$ cat src/rtl/calc_pkg.sv
// Shared encodings for the calculator key sequencer: FSM state codes,
// keypad class codes, control-decoder answers and ALU operation selects.
package calc_pkg;

    // FSM state codes; 3'b101 is not a legal state and is decoded as ERR.
    localparam logic [2:0] ST_IDLE   = 3'b000;
    localparam logic [2:0] ST_ENTA   = 3'b001;
    localparam logic [2:0] ST_OPSEL  = 3'b010;
    localparam logic [2:0] ST_ENTB   = 3'b011;
    localparam logic [2:0] ST_EXEC   = 3'b100;
    localparam logic [2:0] ST_UNUSED = 3'b101;
    localparam logic [2:0] ST_DONE   = 3'b110;
    localparam logic [2:0] ST_ERR    = 3'b111;

    // Keypad event classes.
    localparam logic [2:0] KC_DIGIT  = 3'b000;
    localparam logic [2:0] KC_ADD    = 3'b001;
    localparam logic [2:0] KC_SUB    = 3'b010;
    localparam logic [2:0] KC_MUL    = 3'b011;
    localparam logic [2:0] KC_EQUALS = 3'b100;
    localparam logic [2:0] KC_CLEAR  = 3'b101;
    localparam logic [2:0] KC_BACK   = 3'b110;
    localparam logic [2:0] KC_NONE   = 3'b111;

    // Answers from the external control decoder.
    localparam logic [1:0] CONT_REJECT  = 2'b00;
    localparam logic [1:0] CONT_ACCEPT  = 2'b01;
    localparam logic [1:0] CONT_COMMIT  = 2'b10;
    localparam logic [1:0] CONT_ILLEGAL = 2'b11;

    // ALU operation selects.
    localparam logic [1:0] OPS_ADD = 2'b00;
    localparam logic [1:0] OPS_SUB = 2'b01;
    localparam logic [1:0] OPS_MUL = 2'b10;

    // True for the three arithmetic operator keys.
    function automatic logic is_op_key(input logic [2:0] kc);
        return (kc == KC_ADD) || (kc == KC_SUB) || (kc == KC_MUL);
    endfunction

    // Operator key to ALU select (only meaningful when is_op_key is true).
    function automatic logic [1:0] op_sel_of(input logic [2:0] kc);
        logic [1:0] sel;
        case (kc)
            KC_SUB:  sel = OPS_SUB;
            KC_MUL:  sel = OPS_MUL;
            default: sel = OPS_ADD;
        endcase
        return sel;
    endfunction

endpackage

$ cat src/rtl/bcd_shift.sv
// Four-digit BCD operand helper: shift a new digit in from the right,
// drop the lowest digit (backspace), and flag a full operand.
module bcd_shift
    import calc_pkg::*;
(
    input  logic [15:0] op_i,
    input  logic [3:0]  digit_i,
    output logic [15:0] shin_o,
    output logic [15:0] shout_o,
    output logic        full_o
);

    // A nonzero top digit means there is no room for another digit; the
    // shift-in result then holds the operand unchanged.
    always_comb begin
        full_o  = |op_i[15:12];
        shin_o  = full_o ? op_i : {op_i[11:0], digit_i};
        shout_o = {4'h0, op_i[15:4]};
    end

endmodule

$ cat src/rtl/calc_seq.sv
// Calculator keypad sequencer. Collects two BCD operands and an operator
// from a keypad stream, consults an external control decoder for every key,
// and issues an ALU request once equals is committed.
//
// Handshakes: a key is taken on a cycle where key_valid && key_ready; cont
// is sampled in that same cycle and every resulting register update lands
// on the closing clock edge. The ALU request is taken on a cycle where
// exec_valid && exec_ready; exec_valid stays high with stable operands
// until then.
module calc_seq
    import calc_pkg::*;
(
    input  logic        clk,
    input  logic        rst,
    input  logic        key_valid,
    input  logic [2:0]  key_class,
    input  logic [3:0]  key_digit,
    output logic        key_ready,
    output logic [5:0]  ctl_word,
    input  logic [1:0]  cont,
    output logic [15:0] op_a,
    output logic [15:0] op_b,
    output logic [1:0]  op_sel,
    output logic        exec_valid,
    input  logic        exec_ready,
    output logic        rej,
    output logic        ovf,
    output logic [2:0]  st
);

    logic [2:0]  state_q, state_d;
    logic [15:0] op_a_q, op_a_d;
    logic [15:0] op_b_q, op_b_d;
    logic [1:0]  op_sel_q, op_sel_d;
    logic        rej_q, rej_d;
    logic        ovf_q, ovf_d;

    logic [2:0]  cur_st;
    logic        key_hs;
    logic        bad_digit;

    logic [15:0] a_shin, a_shout;
    logic [15:0] b_shin, b_shout;
    logic        a_full, b_full;

    bcd_shift u_shift_a (
        .op_i    (op_a_q),
        .digit_i (key_digit),
        .shin_o  (a_shin),
        .shout_o (a_shout),
        .full_o  (a_full)
    );

    bcd_shift u_shift_b (
        .op_i    (op_b_q),
        .digit_i (key_digit),
        .shin_o  (b_shin),
        .shout_o (b_shout),
        .full_o  (b_full)
    );

    // Decode the current state (unused code folds to ERR) and the handshake.
    always_comb begin
        cur_st    = (state_q == ST_UNUSED) ? ST_ERR : state_q;
        key_ready = (cur_st != ST_EXEC);
        key_hs    = key_valid && key_ready;
        bad_digit = (key_class == KC_DIGIT) && (key_digit > 4'd9);
    end

    // Next-state and register update rules for one taken key or ALU accept.
    always_comb begin
        state_d  = cur_st;
        op_a_d   = op_a_q;
        op_b_d   = op_b_q;
        op_sel_d = op_sel_q;
        ovf_d    = ovf_q;
        rej_d    = 1'b0;

        if (key_hs) begin
            if (key_class == KC_CLEAR) begin
                // Clear wins over everything, including ERR and the decoder.
                state_d  = ST_IDLE;
                op_a_d   = 16'h0000;
                op_b_d   = 16'h0000;
                op_sel_d = OPS_ADD;
                ovf_d    = 1'b0;
            end else if (cur_st == ST_ERR) begin
                rej_d = 1'b1;
            end else if ((cont == CONT_REJECT) || bad_digit) begin
                rej_d = 1'b1;
            end else if (cont == CONT_ILLEGAL) begin
                state_d = ST_ERR;
            end else if (cont == CONT_ACCEPT) begin
                if (key_class == KC_DIGIT) begin
                    case (cur_st)
                        ST_IDLE, ST_DONE: begin
                            op_a_d  = {12'h000, key_digit};
                            state_d = ST_ENTA;
                        end
                        ST_ENTA: begin
                            op_a_d = a_shin;
                            if (a_full) ovf_d = 1'b1;
                        end
                        ST_OPSEL: begin
                            op_b_d  = {12'h000, key_digit};
                            state_d = ST_ENTB;
                        end
                        ST_ENTB: begin
                            op_b_d = b_shin;
                            if (b_full) ovf_d = 1'b1;
                        end
                        default: rej_d = 1'b1;
                    endcase
                end else if ((key_class == KC_BACK) && (cur_st == ST_ENTA)) begin
                    op_a_d = a_shout;
                end else if ((key_class == KC_BACK) && (cur_st == ST_ENTB)) begin
                    op_b_d = b_shout;
                end else begin
                    // Accepted by the decoder but meaningless here.
                    rej_d = 1'b1;
                end
            end else begin
                // Commit answers: operators and equals only.
                if (is_op_key(key_class) &&
                    ((cur_st == ST_ENTA) || (cur_st == ST_DONE))) begin
                    op_sel_d = op_sel_of(key_class);
                    state_d  = ST_OPSEL;
                end else if (is_op_key(key_class) && (cur_st == ST_OPSEL)) begin
                    op_sel_d = op_sel_of(key_class);
                end else if ((key_class == KC_EQUALS) && (cur_st == ST_ENTB)) begin
                    state_d = ST_EXEC;
                end else begin
                    rej_d = 1'b1;
                end
            end
        end else if ((cur_st == ST_EXEC) && exec_ready) begin
            state_d = ST_DONE;
        end
    end

    // State and operand registers; reset drops any pending key or ALU request.
    always_ff @(posedge clk) begin
        if (rst) begin
            state_q  <= ST_IDLE;
            op_a_q   <= 16'h0000;
            op_b_q   <= 16'h0000;
            op_sel_q <= OPS_ADD;
            rej_q    <= 1'b0;
            ovf_q    <= 1'b0;
        end else begin
            state_q  <= state_d;
            op_a_q   <= op_a_d;
            op_b_q   <= op_b_d;
            op_sel_q <= op_sel_d;
            rej_q    <= rej_d;
            ovf_q    <= ovf_d;
        end
    end

    // Output mapping; the request is valid for exactly the EXEC residency.
    always_comb begin
        st         = cur_st;
        ctl_word   = {cur_st, key_class};
        op_a       = op_a_q;
        op_b       = op_b_q;
        op_sel     = op_sel_q;
        exec_valid = (cur_st == ST_EXEC);
        rej        = rej_q;
        ovf        = ovf_q;
    end

endmodule

$ cat config.mk
export PLATFORM = sky130hd
export DESIGN_NAME = calc_seq
export DESIGN_NICKNAME = d
export VERILOG_FILES = /design/src/rtl/calc_pkg.sv /design/src/rtl/bcd_shift.sv /design/src/rtl/calc_seq.sv
export SDC_FILE = /design/constraint.sdc
export NUM_CORES = 1
export LEC_CHECK = 0
export ABC_AREA = 1
export CAP_MARGIN = 20
export CORE_ASPECT_RATIO = 1.4
export CORE_MARGIN = 4
export CORE_UTILIZATION = 40
export DETAILED_ROUTE_END_ITERATION = 6
export PLACE_DENSITY = 0.75
export SLEW_MARGIN = 5
export SYNTH_ARGS = -nofsm -noshare
export SYNTH_HDL_FRONTEND = slang
export SYNTH_SLANG_ARGS = --single-unit
export TNS_END_PERCENT = 30
$ cat constraint.sdc
create_clock -name clk -period 1.5 [get_ports clk]
set_clock_uncertainty 0.05 [all_clocks]
set_input_delay 0.225 -clock clk [delete_from_list [all_inputs] [get_ports clk]]
set_output_delay 0.225 -clock clk [all_outputs]
set_load 0.05 [all_outputs]
Word level (Yosys, flattened, before mapping):

Index checks and enable logic that the tools add are counted.

* magnitude comparators: 1
* eq/ne operators: 27
* multiplexer cells: 60
* bitwise gates (word level): 1
* reduce and logical (&&, ||, !) cells: 30

Operator list (count)
* 2-to-1 mux 16 bit: 17
* one-hot mux 16 bit (2 select lines): 2
* 2-to-1 mux 3 bit: 12
* equality test 3 bit, second input constant: 7
* 2-to-1 mux 1 bit: 19
* AND reduction 9 bit: 2
* 2-to-1 mux 2 bit: 7
* equality test 3 x 2 -> 1 bit, second input constant: 4
* inequality test 3 bit, second input constant: 4
* nonzero test 3 bit: 4
* logical AND 1 bit: 8
* inequality test 2 bit, second input constant: 4
* inequality test 4 x 2 -> 1 bit, second input constant: 2
* inequality test 4 bit, second input constant: 2
* AND reduction 8 bit: 1
* OR reduction 4 bit: 2
* equality test 3 x 1 -> 1 bit, second input constant: 2
* logical NOT 3 bit: 2
* one-hot mux 3 bit (2 select lines): 1
* AND reduction 6 bit: 1
* OR reduction 5 bit: 1
* > comparator 4 bit, second input constant: 1
* logical OR 1 bit: 4
* one-hot mux 2 bit (2 select lines): 1
* 8 further kinds: 9

* flip-flop bits (word level): 39
* bits of input ports: 13
* output and inout bits: 47
* logic and storage cells: 125

Longest topological paths before layout:

* depth after elaboration: 13
* mapped depth: 12
* mapped depth without buffers: 11

Modules after synthesis:

A second synthesis with hierarchy kept.

* cell total of the unflattened synthesis: 540
* area total of the unflattened synthesis: 3321.9 um2

By module, submodules not included
* calc_seq: times used 1, cells an instance 398, area each 2541.2 um2, seq. area each 780.7 um2
* bcd_shift: times used 2, cells an instance 71, area each 390.4 um2, seq. area each 0.0 um2

Worst setup path before layout:

No wires, ideal clock.

* path type: reg2reg
* start: register state_q[0]
* end: register op_b_q[11] (netlist: op_b[11])
* library setup time: 0.117 ns
* arrival: 1.916 ns
* required time: 1.333 ns
* path slack: -0.583 ns
* stages on the path, launching flop included: 10
* path buffers: 1
* period minus slack after synthesis: 2.083 ns
* cells stage by stage: dfxtp_1 -> inv_2 -> nand2_1 -> nor2_1 -> nor2_2 -> nand2_4 -> nor2_8 -> buf_4 -> a21oi_1 -> nor2_1

* word-level cells in the longest chain between the ends: 10
* elaborated cells between the ends (all ways): 23
* classes of those cells: 10 x eq/ne; 8 x mux; 5 x reduce/logical

Ends and longest elaborated chain
* start: declaration: RTL line calc_seq.sv:31 `logic [2:0] state_q, state_d;`
* start signal: assignment: RTL line calc_seq.sv:151 `state_q <= state_d;`
* equality test 3 bit: RTL line calc_seq.sv:64 `cur_st = (state_q == ST_UNUSED) ? ST_ERR : state_q;`
* 2-to-1 mux 3 bit (*): RTL line calc_seq.sv:64
* equality test 3 x 2 -> 1 bit (on tied branches): RTL line calc_seq.sv:95, calc_seq.sv:116
* one-hot mux 16 bit (2 select lines): RTL line calc_seq.sv:95 `case (cur_st)`
* 2-to-1 mux 16 bit: RTL line calc_seq.sv:94 `if (key_class == KC_DIGIT) begin`
* 2-to-1 mux 16 bit: RTL line calc_seq.sv:93 `end else if (cont == CONT_ACCEPT) begin`
* 2-to-1 mux 16 bit: RTL line calc_seq.sv:91 `end else if (cont == CONT_ILLEGAL) begin`
* 2-to-1 mux 16 bit: RTL line calc_seq.sv:89 `end else if ((cont == CONT_REJECT) || bad_digit) begin`
* 2-to-1 mux 16 bit: RTL line calc_seq.sv:87 `end else if (cur_st == ST_ERR) begin`
* 2-to-1 mux 16 bit: RTL line calc_seq.sv:80 `if (key_class == KC_CLEAR) begin`
* end signal: assignment: RTL line calc_seq.sv:153 `op_b_q <= op_b_d;`
* end: declaration: RTL line calc_seq.sv:33 `logic [15:0] op_b_q, op_b_d;`

Every way passes the cells marked *; elsewhere a longest branch is shown, timed or not. The select of a mux whose other input is x is not followed.
A chain may end at the register's enable or synchronous reset.

Worst setup path after layout:

* start: register state_q[2]
* end: register op_a_q[3] (netlist: op_a[3])

* word-level cells in the longest chain between the ends: 11
* elaborated cells between the ends (all ways): 22
* classes of those cells: 8 x eq/ne; 8 x mux; 6 x reduce/logical

Ends and longest elaborated chain
* equality test 3 bit: RTL line calc_seq.sv:64
* 2-to-1 mux 3 bit (*): RTL line calc_seq.sv:64
* equality test 3 bit / logical NOT 3 bit (equally long branches): RTL line calc_seq.sv:95
* OR reduction 2 bit: RTL line calc_seq.sv:95
* one-hot mux 16 bit (2 select lines): RTL line calc_seq.sv:95
* 2-to-1 mux 16 bit: RTL line calc_seq.sv:94
* 2-to-1 mux 16 bit: RTL line calc_seq.sv:93
* 2-to-1 mux 16 bit: RTL line calc_seq.sv:91
* 2-to-1 mux 16 bit: RTL line calc_seq.sv:89
* 2-to-1 mux 16 bit: RTL line calc_seq.sv:87
* 2-to-1 mux 16 bit: RTL line calc_seq.sv:80
* end signal: assignment: RTL line calc_seq.sv:152 `op_a_q <= op_a_d;`
* end: declaration: RTL line calc_seq.sv:32 `logic [15:0] op_a_q, op_a_d;`

Marks and branches as above.

==> impl_metrics.csv <==
group,metric,value,unit
routing,drtAntennaViolNets,0,
yosys,synth.area.mux_share,0,%
layout,multiInputGateArea,1590,µm²
layout,regArea,798,µm²
clock_tree,clkTransAtPathRegs,0.08,ns
layout,layout_commonest_cell,"nand2_1",
clock_tree,clock_latency,0.29,ns
layout,fin_nets,520,
worst_setup_path,setup.worst_path.end_class,"flop",
global_routing,antenna_found_initial,0,
sta,hold_viol_final,0,
layout,n_antenna_cell,0,
clock_tree,cts_sinks,39,
pwr,p_leak,1.97,nW
outcome,outcome,"finished with violations",
yosys,ys_seq_elements,39,
worst_setup_path,worstPathMaxFanout,16,
floorplan,core,5860,µm²
placement,place.gp.congestion,0.941,
worst_setup_path,start_kind,"flop",
yosys,syn_area,2420,µm²
floorplan,die-area,7390,µm²
layout,layout_common_cells,"75 x nand2_1, 70 x nor2_1, 52 x buf_12, 48 x a21oi_1, 48 x buf_4",
routing,firstDrtPassIters,5,
sta,drv_slew,0,
worst_setup_path,crit_type,"reg2reg",
layout,drive_gt1_share,39.0,%
global_routing,globalRouteTotalUtil,21.5,%
sta,setup_ws,-0.114,ns
clock_tree,cts_tree,"yes",
clock_tree,numCtsBuffers,5,
sta,max_freq,0.619,GHz
routing,routed_wirelength,8890,µm
yosys,yosys_warnings,0,
min_path,hold_path.class,"reg2reg",
pwr,peakVddDrop,738,µV
yosys,synth_seq_area_share,32.2,%
worst_setup_path,slowest_delay,0.37,ns
clock_tree,cts_buffer_depth,2,
sta,rsz0062_at_grt,"true",
floorplan,die_y,100,µm
floorplan,fp.dieW,73.8,µm
floorplan,start_util,41.3,%
global_routing,grt_pass1_vias,2846,
yosys,synth_fa_ha_area_share,0,%
placement,hpwl,5340,µm
yosys,syn_area_per_cell,6.00,µm²
pwr,power.density,741,nW/µm²
routing,num_vias,3150,
routing,drtIter0Drc,396,
worst_setup_path,cp.required,1.67,ns
layout,syn_to_final_growth,87.1,%
floorplan,io-pin-count,60,
worst_setup_path,critPathArrivalTime,1.79,ns
sta,post-route-period-util,108,%
yosys,netlist_top_cells_area,"dfxtp_1 32%, a21oi_1 13%, nand2_1 13%",
sta,period_needed,1.61,ns
worst_setup_path,slowest_stage,"dfxtp_4",
layout,nFillCells,358,
placement,port_buffers,59,
yosys,synth_top_family_by_area,"simple AND/OR/NAND/NOR gates",
yosys,synth-compound-area-share,15.6,%
yosys,ys_types,23,
yosys,synthDominantCellAreaShare,32.2,%
sta,relSlewSlack,80.4,%
global_routing,grt-ovfl-total,0,
global_routing,grt_pass1_wl,12700,µm
yosys,synthCells,404,
worst_setup_path,cp_common_cell,"nor2_4",
clock_tree,htreeDepth,2,
routing,drc,0,
outcome,violations,"setup timing",
clock_tree,cts_root_buf,"clkbuf_8",
sta,setup_viol,38,
pwr,power,3.36,mW
global_routing,grt_max_degree,38,
yosys,syn_nets,417,
routing,viasPerCell,5.45,
placement,placed_cell_area,3930,µm²
yosys,yosys.area.top_type,"dfxtp_1",
yosys,synthSimpleGateAreaFrac,38.4,%
floorplan,rows,33,
run,cap_viol_max_count,0,
routing,post_drt_wl_per_cell,15.4,µm
yosys,synthXorXnorAreaFrac,0,%
worst_setup_path,path_cells,"buf_6 > nand2_4 > nor2_4 > nor2_4 > nand2_2 > nor2_4 > clkbuf_16 > a21oi_1 > nor2_1",
sta,worstMarginPinSlew,0.293,ns
layout,final_cell_area,4540,µm²
## timing repair
item / in CTS / in global routing
buffers inserted: 3 / 2
pin swaps: 4 / 18
hold buffers: 0 / 0
cloned: 2 / 5
gates resized for setup: 29 / 38
setup endpoints to repair: 41 / 43
## through the flow
step	hold WS (ns)	setup WS [ns]	utilization (%)	instances	setup TNS, ns
detailed placement	0.463	-0.564	67.1	558	-18.90
floorplan	0.244	-0.0537	-	404	-0.611
finish	0.481	-0.114	77.4	578	-2.62
CTS	0.461	-0.0376	72.2	571	-0.155
global route	0.499	-0.180	77.4	578	-5.12
global placement	0.454	-0.483	67.1	558	-16.24
## critical path, delay by kind of cell (launching register included)
kind | cells | cell delay (ns)
AOI/OAI and AO/OA | 1 | 0.07
buffers and inverters | 2 | 0.35
DFF | 1 | 0.37
and+or+nand+nor | 6 | 0.70
## final timing paths
| check | slack (ns) | cells after the start | start | to |
|---|---|---|---|---|
| worst max-delay path | -0.11 | 9 | state_q[2]$_SDFF_PP0_ | op_a[3]$_SDFFE_PP0P_ |
| worst min-delay path | 0.48 | 2 | op_a[15]$_SDFFE_PP0P_ | op_a[15]$_SDFFE_PP0P_ |
| worst max register to register | -0.11 | 9 | state_q[2]$_SDFF_PP0_ | op_a[3]$_SDFFE_PP0P_ |
| worst min register to register | 0.48 | 2 | op_a[15]$_SDFFE_PP0P_ | op_a[15]$_SDFFE_PP0P_ |
## per-layer routing
metal | track usage, % | routed length [µm] | vias up
met2 | 38.0 | 4710 | 171
met3 | 3.41 | 543 | 40
met4 | 9.90 | 356 | 0
met5 | 0 | 0 | -
met1 | 24.5 | 3280 | 1457
li1 | - | - | 1482
## state kept, by name (all words and copies together), names as in the netlist
name,count
op_a,16
rej,1
state_q,3
op_b,16
op_sel,2
ovf,1
## report_power, final
group	total, mW	switching, mW	leakage, nW	internal, mW
Sequential	1.13	0.0590	0.321	1.07
Clock	1.05	0.384	0.0654	0.665
Combinational	1.18	0.635	1.59	0.545
Total	3.36	1.08	1.97	2.28
## Yosys cell counts
master and instances:
nor2_8 1, a31oi_1 1, nand3_1 40, nand2_4 2, buf_4 8, inv_2 5
nand3_2 2, clkbuf_1 6, nor2_1 80, o21bai_1 1, a21oi_2 1, buf_2 12
buf_6 2, o21ai_0 6, nand3b_1 1, nand2_1 85, a21oi_1 65, inv_1 39
dfxtp_1 39, nor2_2 3, nor3_1 2, nand2_2 2, buf_1 1
## logic make-up (layout without fill, tap and decap cells)
kind of cell	count (synthesis)	after routing
flip-flops	39	39
AND/OR/NAND/NOR	218	218
AO/OA/AOI/OAI	74	74
buffers and inverters	73	177
## final cells by class
type	instances	share of cell area (%)
clock buffers	6	1.60
clock inverters	2	1.32
inverters	44	3.70
multi-input cells	292	35.0
flip-flops and latches	39	17.6
well taps	70	1.93
repair buffers	125	38.9
(Power assumes the default switching activity.)
